File: src/rtl/ctrl_pkg.sv
// Shared encodings for the multicycle RV32I control path: ALU opcodes, RV32I
// opcodes, FSM states and datapath select values.
package ctrl_pkg;

  localparam logic [3:0] ALU_ADD  = 4'd0;
  localparam logic [3:0] ALU_SUB  = 4'd1;
  localparam logic [3:0] ALU_AND  = 4'd2;
  localparam logic [3:0] ALU_OR   = 4'd3;
  localparam logic [3:0] ALU_XOR  = 4'd4;
  localparam logic [3:0] ALU_SLL  = 4'd5;
  localparam logic [3:0] ALU_SRL  = 4'd6;
  localparam logic [3:0] ALU_SRA  = 4'd7;
  localparam logic [3:0] ALU_SLT  = 4'd8;
  localparam logic [3:0] ALU_SLTU = 4'd9;

  localparam logic [6:0] OPC_LOAD   = 7'b0000011;
  localparam logic [6:0] OPC_STORE  = 7'b0100011;
  localparam logic [6:0] OPC_OP     = 7'b0110011;
  localparam logic [6:0] OPC_OP_IMM = 7'b0010011;
  localparam logic [6:0] OPC_BRANCH = 7'b1100011;
  localparam logic [6:0] OPC_JAL    = 7'b1101111;
  localparam logic [6:0] OPC_JALR   = 7'b1100111;
  localparam logic [6:0] OPC_LUI    = 7'b0110111;
  localparam logic [6:0] OPC_AUIPC  = 7'b0010111;

  typedef enum logic [3:0] {
    S_FETCH, S_DECODE, S_MEM_ADR, S_MEM_RD, S_MEM_WB, S_MEM_WR,
    S_EXEC_R, S_EXEC_I, S_ALU_WB, S_BRANCH, S_JAL, S_JALR,
    S_LINK, S_LUI, S_AUIPC, S_ILLEGAL
  } state_t;

  typedef enum logic [1:0] {CLS_R, CLS_I, CLS_BR, CLS_ADD} opclass_t;

  localparam logic [1:0] SRCA_PC    = 2'd0;
  localparam logic [1:0] SRCA_OLDPC = 2'd1;
  localparam logic [1:0] SRCA_RS1   = 2'd2;
  localparam logic [1:0] SRCA_ZERO  = 2'd3;

  localparam logic [1:0] SRCB_RS2  = 2'd0;
  localparam logic [1:0] SRCB_IMM  = 2'd1;
  localparam logic [1:0] SRCB_FOUR = 2'd2;

  localparam logic [1:0] RES_ALUOUT = 2'd0;
  localparam logic [1:0] RES_MDR    = 2'd1;
  localparam logic [1:0] RES_ALU    = 2'd2;

  localparam logic ADDR_PC     = 1'b0;
  localparam logic ADDR_ALUOUT = 1'b1;

endpackage

File: src/rtl/multicycle_ctrl_alu_decoder.sv
// Combinational ALU opcode decode from opclass/funct3/funct7_5, plus the branch
// polarity bit (1 = branch taken when the ALU zero flag is set).
module alu_decoder
  import ctrl_pkg::*;
(
  input  opclass_t   opclass,
  input  logic [2:0] funct3,
  input  logic       funct7_5,
  output logic [3:0] alu_op,
  output logic       taken_on_zero
);

  always_comb begin
    alu_op        = ALU_ADD;
    taken_on_zero = 1'b0;
    case (opclass)
      CLS_R, CLS_I: begin
        case (funct3)
          3'b000:  alu_op = (opclass == CLS_R && funct7_5) ? ALU_SUB : ALU_ADD;
          3'b001:  alu_op = ALU_SLL;
          3'b010:  alu_op = ALU_SLT;
          3'b011:  alu_op = ALU_SLTU;
          3'b100:  alu_op = ALU_XOR;
          3'b101:  alu_op = funct7_5 ? ALU_SRA : ALU_SRL;
          3'b110:  alu_op = ALU_OR;
          default: alu_op = ALU_AND;
        endcase
      end
      CLS_BR: begin
        // SLT/SLTU yield 1 when "less", so zero means the GE variants are taken
        case (funct3)
          3'b000: begin alu_op = ALU_SUB;  taken_on_zero = 1'b1; end
          3'b001: begin alu_op = ALU_SUB;  taken_on_zero = 1'b0; end
          3'b100: begin alu_op = ALU_SLT;  taken_on_zero = 1'b0; end
          3'b101: begin alu_op = ALU_SLT;  taken_on_zero = 1'b1; end
          3'b110: begin alu_op = ALU_SLTU; taken_on_zero = 1'b0; end
          3'b111: begin alu_op = ALU_SLTU; taken_on_zero = 1'b1; end
          default: ;
        endcase
      end
      default: ;
    endcase
  end

endmodule

File: src/rtl/multicycle_ctrl.sv
// Main control FSM of the multicycle RV32I core (fetch/decode/execute/mem/wb).
// CTRL_ILLEGAL_TRAP_EN: illegal opcodes trap and stick until rst; otherwise NOP.
module multicycle_ctrl
  import ctrl_pkg::*;
(
  input  logic       clk,
  input  logic       rst,
  input  logic [6:0] opcode,
  input  logic [2:0] funct3,
  input  logic       funct7_5,
  input  logic       alu_zero,
  input  logic       mem_ready,
  output logic [3:0] alu_op,
  output logic [1:0] alu_src_a,
  output logic [1:0] alu_src_b,
  output logic [1:0] result_src,
  output logic       addr_src,
  output logic       mem_req,
  output logic       mem_we,
  output logic       ir_write,
  output logic       pc_write,
  output logic       reg_write,
  output logic       illegal
);

  state_t     state, next_state;
  opclass_t   opclass;
  logic [3:0] dec_op;
  logic       taken_on_zero;

  always_ff @(posedge clk) begin
    if (rst) state <= S_FETCH;
    else     state <= next_state;
  end

  always_comb begin
    case (state)
      S_EXEC_R: opclass = CLS_R;
      S_EXEC_I: opclass = CLS_I;
      S_BRANCH: opclass = CLS_BR;
      default:  opclass = CLS_ADD;
    endcase
  end

  alu_decoder u_alu_decoder (
    .opclass       (opclass),
    .funct3        (funct3),
    .funct7_5      (funct7_5),
    .alu_op        (dec_op),
    .taken_on_zero (taken_on_zero)
  );

  always_comb begin
    next_state = state;
    alu_op     = ALU_ADD;
    alu_src_a  = SRCA_PC;
    alu_src_b  = SRCB_RS2;
    result_src = RES_ALUOUT;
    addr_src   = ADDR_PC;
    mem_req    = 1'b0;
    mem_we     = 1'b0;
    ir_write   = 1'b0;
    pc_write   = 1'b0;
    reg_write  = 1'b0;
    if (!rst) begin
      case (state)
        S_FETCH: begin
          mem_req   = 1'b1;
          alu_src_b = SRCB_FOUR;
          if (mem_ready) begin
            ir_write   = 1'b1;
            pc_write   = 1'b1;
            result_src = RES_ALU;
            next_state = S_DECODE;
          end
        end
        S_DECODE: begin
          alu_src_a = SRCA_OLDPC;
          alu_src_b = SRCB_IMM;
          case (opcode)
            OPC_LOAD, OPC_STORE: next_state = S_MEM_ADR;
            OPC_OP:     next_state = S_EXEC_R;
            OPC_OP_IMM: next_state = S_EXEC_I;
            OPC_BRANCH: next_state = (funct3[2:1] == 2'b01) ? S_ILLEGAL : S_BRANCH;
            OPC_JAL:    next_state = S_JAL;
            OPC_JALR:   next_state = S_JALR;
            OPC_LUI:    next_state = S_LUI;
            OPC_AUIPC:  next_state = S_AUIPC;
            default:    next_state = S_ILLEGAL;
          endcase
        end
        S_MEM_ADR: begin
          alu_src_a  = SRCA_RS1;
          alu_src_b  = SRCB_IMM;
          next_state = (opcode == OPC_LOAD) ? S_MEM_RD : S_MEM_WR;
        end
        S_MEM_RD: begin
          mem_req  = 1'b1;
          addr_src = ADDR_ALUOUT;
          if (mem_ready) next_state = S_MEM_WB;
        end
        S_MEM_WB: begin
          reg_write  = 1'b1;
          result_src = RES_MDR;
          next_state = S_FETCH;
        end
        S_MEM_WR: begin
          mem_req  = 1'b1;
          mem_we   = 1'b1;
          addr_src = ADDR_ALUOUT;
          if (mem_ready) next_state = S_FETCH;
        end
        S_EXEC_R: begin
          alu_src_a  = SRCA_RS1;
          alu_op     = dec_op;
          next_state = S_ALU_WB;
        end
        S_EXEC_I: begin
          alu_src_a  = SRCA_RS1;
          alu_src_b  = SRCB_IMM;
          alu_op     = dec_op;
          next_state = S_ALU_WB;
        end
        S_ALU_WB: begin
          reg_write  = 1'b1;
          next_state = S_FETCH;
        end
        S_BRANCH: begin
          alu_src_a  = SRCA_RS1;
          alu_op     = dec_op;
          pc_write   = (alu_zero == taken_on_zero);
          next_state = S_FETCH;
        end
        S_JAL: begin
          pc_write   = 1'b1;
          next_state = S_LINK;
        end
        S_JALR: begin
          alu_src_a  = SRCA_RS1;
          alu_src_b  = SRCB_IMM;
          pc_write   = 1'b1;
          result_src = RES_ALU;
          next_state = S_LINK;
        end
        S_LINK: begin
          alu_src_a  = SRCA_OLDPC;
          alu_src_b  = SRCB_FOUR;
          reg_write  = 1'b1;
          result_src = RES_ALU;
          next_state = S_FETCH;
        end
        S_LUI: begin
          alu_src_a  = SRCA_ZERO;
          alu_src_b  = SRCB_IMM;
          next_state = S_ALU_WB;
        end
        S_AUIPC: begin
          alu_src_a  = SRCA_OLDPC;
          alu_src_b  = SRCB_IMM;
          next_state = S_ALU_WB;
        end
        default: begin
`ifdef CTRL_ILLEGAL_TRAP_EN
          next_state = S_ILLEGAL;
`else
          next_state = S_FETCH;
`endif
        end
      endcase
    end
  end

`ifdef CTRL_ILLEGAL_TRAP_EN
  logic illegal_q;

  // set on entry so the flag is already high in the first ILLEGAL cycle
  always_ff @(posedge clk) begin
    if (rst)                          illegal_q <= 1'b0;
    else if (next_state == S_ILLEGAL) illegal_q <= 1'b1;
  end

  assign illegal = illegal_q;
`else
  assign illegal = 1'b0;
`endif

endmodule

File: config.mk
export PLATFORM = sky130hd
export DESIGN_NAME = multicycle_ctrl
export DESIGN_NICKNAME = d
export VERILOG_FILES = /design/src/rtl/ctrl_pkg.sv /design/src/rtl/multicycle_ctrl_alu_decoder.sv /design/src/rtl/multicycle_ctrl.sv
export SDC_FILE = /design/constraint.sdc
export NUM_CORES = 1
export LEC_CHECK = 0
export ABC_AREA = 1
export CAP_MARGIN = 20
export CORE_MARGIN = 2
export CORE_UTILIZATION = 35
export CTS_BUF_LIST = sky130_fd_sc_hd__clkbuf_2
export CTS_CLUSTER_DIAMETER = 150
export DETAILED_ROUTE_END_ITERATION = 12
export PLACE_DENSITY = 0.74
export SETUP_SLACK_MARGIN = 0.02
export SYNTH_ARGS = -nofsm -noshare
export SYNTH_HDL_FRONTEND = slang
export SYNTH_SLANG_ARGS = --single-unit
export TNS_END_PERCENT = 5
File: constraint.sdc
create_clock -name clk -period 1.35 [get_ports clk]
set_clock_uncertainty 0.05 [all_clocks]
set_input_delay 0.135 -clock clk [delete_from_list [all_inputs] [get_ports clk]]
set_output_delay 0.135 -clock clk [all_outputs]
set_load 0.03 [all_outputs]
Word level (Yosys, flattened, before mapping). Cells that the tools add are included.

Reduce and logical (&&, ||, !) cells: 22. Mux-type cells: 37. Equal/unequal tests: 37.

Operator list (number): one-hot mux 4 bit (7 select lines) (2); one-hot mux 4 bit (8 select lines) (1); == test 4 bit, second input constant (7); == test 7 x 6 -> 1 bit, second input constant (3); == test 7 bit, second input constant (3); two-way mux 4 bit (5); one-hot mux 2 bit (3 select lines) (3); OR reduction 2 bit (9); == test 4 x 3 -> 1 bit, second input constant (4); two-way mux 1 bit (16); OR reduction 3 bit (5); == test 7 x 5 -> 1 bit, second input constant (2); == test 3 bit, second input constant (4); one-hot mux 4 bit (3 select lines) (1); == test 4 x 2 -> 1 bit, second input constant (2); two-way mux 2 bit (4); one-hot mux 4 bit (2 select lines) (1); == test 7 x 2 -> 1 bit, second input constant (1); == test 3 x 2 -> 1 bit, second input constant (2); two-way mux 3 bit (2); inequality test 2 bit, second input constant (3); OR reduction 6 bit (1); OR reduction 5 bit (1); == test 2 x 1 -> 1 bit, second input constant (2); other kinds (12) (12).

Input port bits: 15. Output and inout port bits: 17. Logic and storage cells: 97. Bits in registers: 4.

Longest topological paths before layout.
Word-level depth: 9. Mapped depth: 11.

Modules after synthesis. Synthesis repeated with hierarchy kept, for this count alone.

Cells, all modules: 168. Area total of the unflattened synthesis: 850.8 µm².

Modules (own cells, without submodules): multicycle_ctrl (cells an instance 135, instances 1, seq. area each 80.1 µm², area an instance 686.9 µm²); alu_decoder (cells an instance 33, instances 1, seq. area each 0.0 µm², area an instance 163.9 µm²).

Worst setup path after synthesis. OpenSTA, ideal clock, no wires.

Path type: reg2out. From: register state[0]. To: output port pc_write. Stages on the path, launching flop included: 7. Data arrival time: 1.411 ns. Setup slack: -0.246 ns. Data required time: 1.165 ns. Cells stage by stage: dfxtp_1 > inv_1 > nor2_2 > inv_2 > nor2_1 > nand3_1 > a31oi_1.

Longest elaborated chain between the ends: 7. Elaborated cells on any way between the ends: 13. Classes of those cells: eq/ne (7); mux (4); reduce/logical (2).

Ends and longest elaborated chain: start, declared (RTL line multicycle_ctrl.sv:26) `state_t state, next_state;`; start signal, assigned (RTL line multicycle_ctrl.sv:33) `else state <= next_state;`; == test 4 bit / == test 4 x 3 -> 1 bit (equally long branches) (RTL line multicycle_ctrl.sv:37, multicycle_ctrl.sv:66); one-hot mux 2 bit (3 select lines) (RTL line multicycle_ctrl.sv:37) `case (state)`; == test 2 bit (RTL line multicycle_ctrl_alu_decoder.sv:16) `case (opclass)`; two-way mux 1 bit (RTL line multicycle_ctrl_alu_decoder.sv:16); == test 1 bit (RTL line multicycle_ctrl.sv:131) `pc_write = (alu_zero == taken_on_zero);`; one-hot mux 1 bit (3 select lines) (*) (RTL line multicycle_ctrl.sv:66) `case (state)`; two-way mux 1 bit (*) (RTL line multicycle_ctrl.sv:65) `if (!rst) begin`; end, declared (RTL line multicycle_ctrl.sv:21) `output logic pc_write,`.

Every way passes the cells marked *; elsewhere a longest branch is shown, timed or not.

Final worst setup path.
From: input port rst. To: output port alu_op[2].

Longest elaborated chain between the ends: 1.

Ends and longest elaborated chain: start, declared (RTL line multicycle_ctrl.sv:7) `input logic rst,`; two-way mux 4 bit (RTL line multicycle_ctrl.sv:65); end, declared (RTL line multicycle_ctrl.sv:13) `output logic [3:0] alu_op,`.

No other way between the ends.

==> impl_metrics.json <==
{
  "status": "finished with violations",
  "violations": "setup timing",
  "drive_gt1_share_pct": 52.3,
  "tritoncts": "built",
  "synth_seq_area_share_pct": 9.18,
  "async_flop_share_pct": 0,
  "cpPeakStageDelay_ns": 0.55,
  "root_buffer": "clkbuf_2",
  "end_kind": "output pin",
  "grt_max_degree": 18,
  "setup_slack_ns": -0.370,
  "antenna_found_initial": 0,
  "start_util_pct": 36.2,
  "r2r_slack_ns": -0.21,
  "hpwl_um": 2330,
  "finalWeightedCongestion": 0.925,
  "h-tree-depth": 1,
  "clock_latency_ns": 0.22,
  "startpoint": "rst",
  "r2r_cells": 11,
  "synth_common_cells": "nand2_1 (39), nor2_1 (30), inv_1 (21)",
  "min_to": "state[0]$_SDFFE_PP0P_",
  "first_pass_iters": 4,
  "grt_pass1_vias": 1156,
  "slew_viol_final": 0,
  "critPathKind": "primary input to output pin",
  "path_clk_slew_ns": 0.05,
  "stdcell_area_mm2": 0.00172,
  "path_max_fanout": 17,
  "fmax_mhz": 582,
  "synth_cells": 165,
  "synth_top_area_share_pct": 16.8,
  "grt_use_total_pct": 22.9,
  "cts.path.max_buffers": 2,
  "drt_wl_total_um": 3460,
  "power.static_leakage_nw": 0.859,
  "grt_overflow": 0,
  "drc": 0,
  "core_mm2": 0.00241,
  "r2r-end": "state[2]$_SDFFE_PP0P_",
  "r2r_start": "state[2]$_SDFFE_PP0P_",
  "final_antenna_net_count": 0,
  "cp_top_family": "buffers and inverters",
  "dieArea_mm2": 0.00291,
  "synth_area_um2": 872,
  "required_ns": 1.16,
  "avgSynthCellArea_um2": 5.29,
  "worst_path_max_delay_cell": "clkdlybuf4s50_1",
  "max-cap-violations": 0,
  "top_regs": "state: 4 flops",
  "largest_register_ff_count": 4,
  "via_count": 1349,
  "ys_ff_latch": 4,
  "holdPathStages": 3,
  "crit_buf_inv": 4,
  "layout.nets": 256,
  "synth_cell_types": 28,
  "final_core_util_pct": 71.3,
  "min_period_ns": 1.72,
  "finalHoldViolCount": 0,
  "worst_path_most_repeated_cell": "buf_4",
  "vdd_ir_drop_max_v": 0.00120,
  "ctsHoldBuffers": 0,
  "fp.dieH_um": 53.9,
  "wl_per_cell_um": 13.1,
  "dp_slack_ns": -0.686,
  "yosysWarnings": 0,
  "cp.arrival_ns": 1.53,
  "setup_viol_count_final": 20,
  "worst_hold_path_type": "flop to flop",
  "area_growth_syn_to_layout_pct": 97.0,
  "io_buffers": 30,
  "diodes": 0,
  "yosys.area.top_type": "nand2_1",
  "crit_chain": "clkdlybuf4s50_1 > buf_4 > inv_1 > o21ai_0 > nor2_1 > buf_4",
  "cp-start-kind": "primary input",
  "grt_pass1_wl_um": 4810,
  "setup_tns_ns": -5.38,
  "drt_iter0_markers": 32,
  "yosysMostFrequentCell": "nand2_1",
  "min_period_over_period_pct": 127,
  "regMostFlops": "state",
  "min-delay-start": "state[0]$_SDFFE_PP0P_",
  "dpl_cell_area_mm2": 0.00144,
  "cts_buffers": 3,
  "synth_edf_count": 0,
  "syn_nets": 184,
  "vias_per_cell": 5.09,
  "chipWidth_um": 53.9,
  "ios": 32,
  "rsz0062_at_grt": "yes",
  "clock-sinks": 4,
  "ys.flop_type": "dfxtp_1",
  "synthTopCellsByArea": "nand2_1 (17%), nor2_1 (13%), dfxtp_1 (9.2%)",
  "num_rows": 18,
  "power_density_mw_per_mm2": 1470
}
-- logic make-up (layout without fill, tap and decap cells) --
group           after synthesis  in the layout  share of synthesized area (%)
compound gates               28             28                           19.4
fa+ha+maj                     4              4                           5.74
simple gates                 97             97                           51.2
buf+inv                      31            101                           14.1
flops                         4              4                           9.18
other cells                   1              1                          0.430
-- power by group --
| group | switching, mW | leakage (nW) | total, mW | internal [mW] |
|---|---|---|---|---|
| combinational | 1.15 | 0.812 | 2.15 | 1.00 |
| clock | 0.0518 | 0.0125 | 0.111 | 0.0597 |
| sequential | 0.0745 | 0.0350 | 0.255 | 0.181 |
| total | 1.28 | 0.859 | 2.52 | 1.24 |
-- worst register-to-register path, delay by kind of cell (launching register included) --
| family | cells | cell delay (ns) |
|---|---|---|
| flip-flops | 1 | 0.36 |
| AND/OR/NAND/NOR | 5 | 0.40 |
| AO/OA/AOI/OAI | 1 | 0.13 |
| buffers and inverters | 5 | 0.54 |
-- worst max path at each step --
stage | to | slack, ns | cells past startpoint
after floorplan | result_src[1] | -0.14 | 5
after global placement | alu_op[3] | -0.64 | 6
after detailed placement | alu_op[3] | -0.69 | 6
after CTS | alu_op[0] | -0.33 | 11
after global routing | result_src[1] | -0.47 | 8
final | alu_op[2] | -0.37 | 6
-- cell type report --
cell class | instances | area, µm²
tap | 30 | 37.5
inverter | 27 | 108
fill | 179 | 692
multi-input combinational | 130 | 851
timing repair buffer | 71 | 617
clock buffer | 3 | 15.0
sequential | 4 | 90.1
-- routing by layer --
| layer | track usage (%) | vias up | part of all wire [%] |
|---|---|---|---|
| li1 | - | 666 | - |
| met2 | 43.5 | 53 | 52 |
| met3 | 2.50 | 16 | 5.3 |
| met5 | 0 | - | 0 |
| met1 | 25.2 | 614 | 39 |
| met4 | 9.83 | 0 | 3.4 |
-- cells in the final DEF, fill, tap and decap left out, types with 8 or more instances in the layout --
cell	n
a21oi_1	8
a21oi_2	8
buf_4	44
buf_6	13
clkdlybuf4s50_1	10
inv_1	18
nand2_1	31
nand3_1	8
nor2_1	17
nor2_2	11
-- metrics by stage --
stage	hold slack (ns)	instances	power (mW)
after CTS	0.592	260	2.23
final	0.588	265	2.52
after global placement	0.565	255	1.80
after global routing	0.626	265	2.69
after detailed placement	0.583	255	1.85
after floorplan	0.384	165	1.14
-- what timing repair did --
| action | CTS | global route |
|---|---|---|
| pin swaps | 11 | 14 |
| endpoints found under the setup margin | 20 | 20 |
| gates resized for setup | 50 | 27 |
| setup buffers | 2 | 5 |
Power figures use the tool's default switching activity.
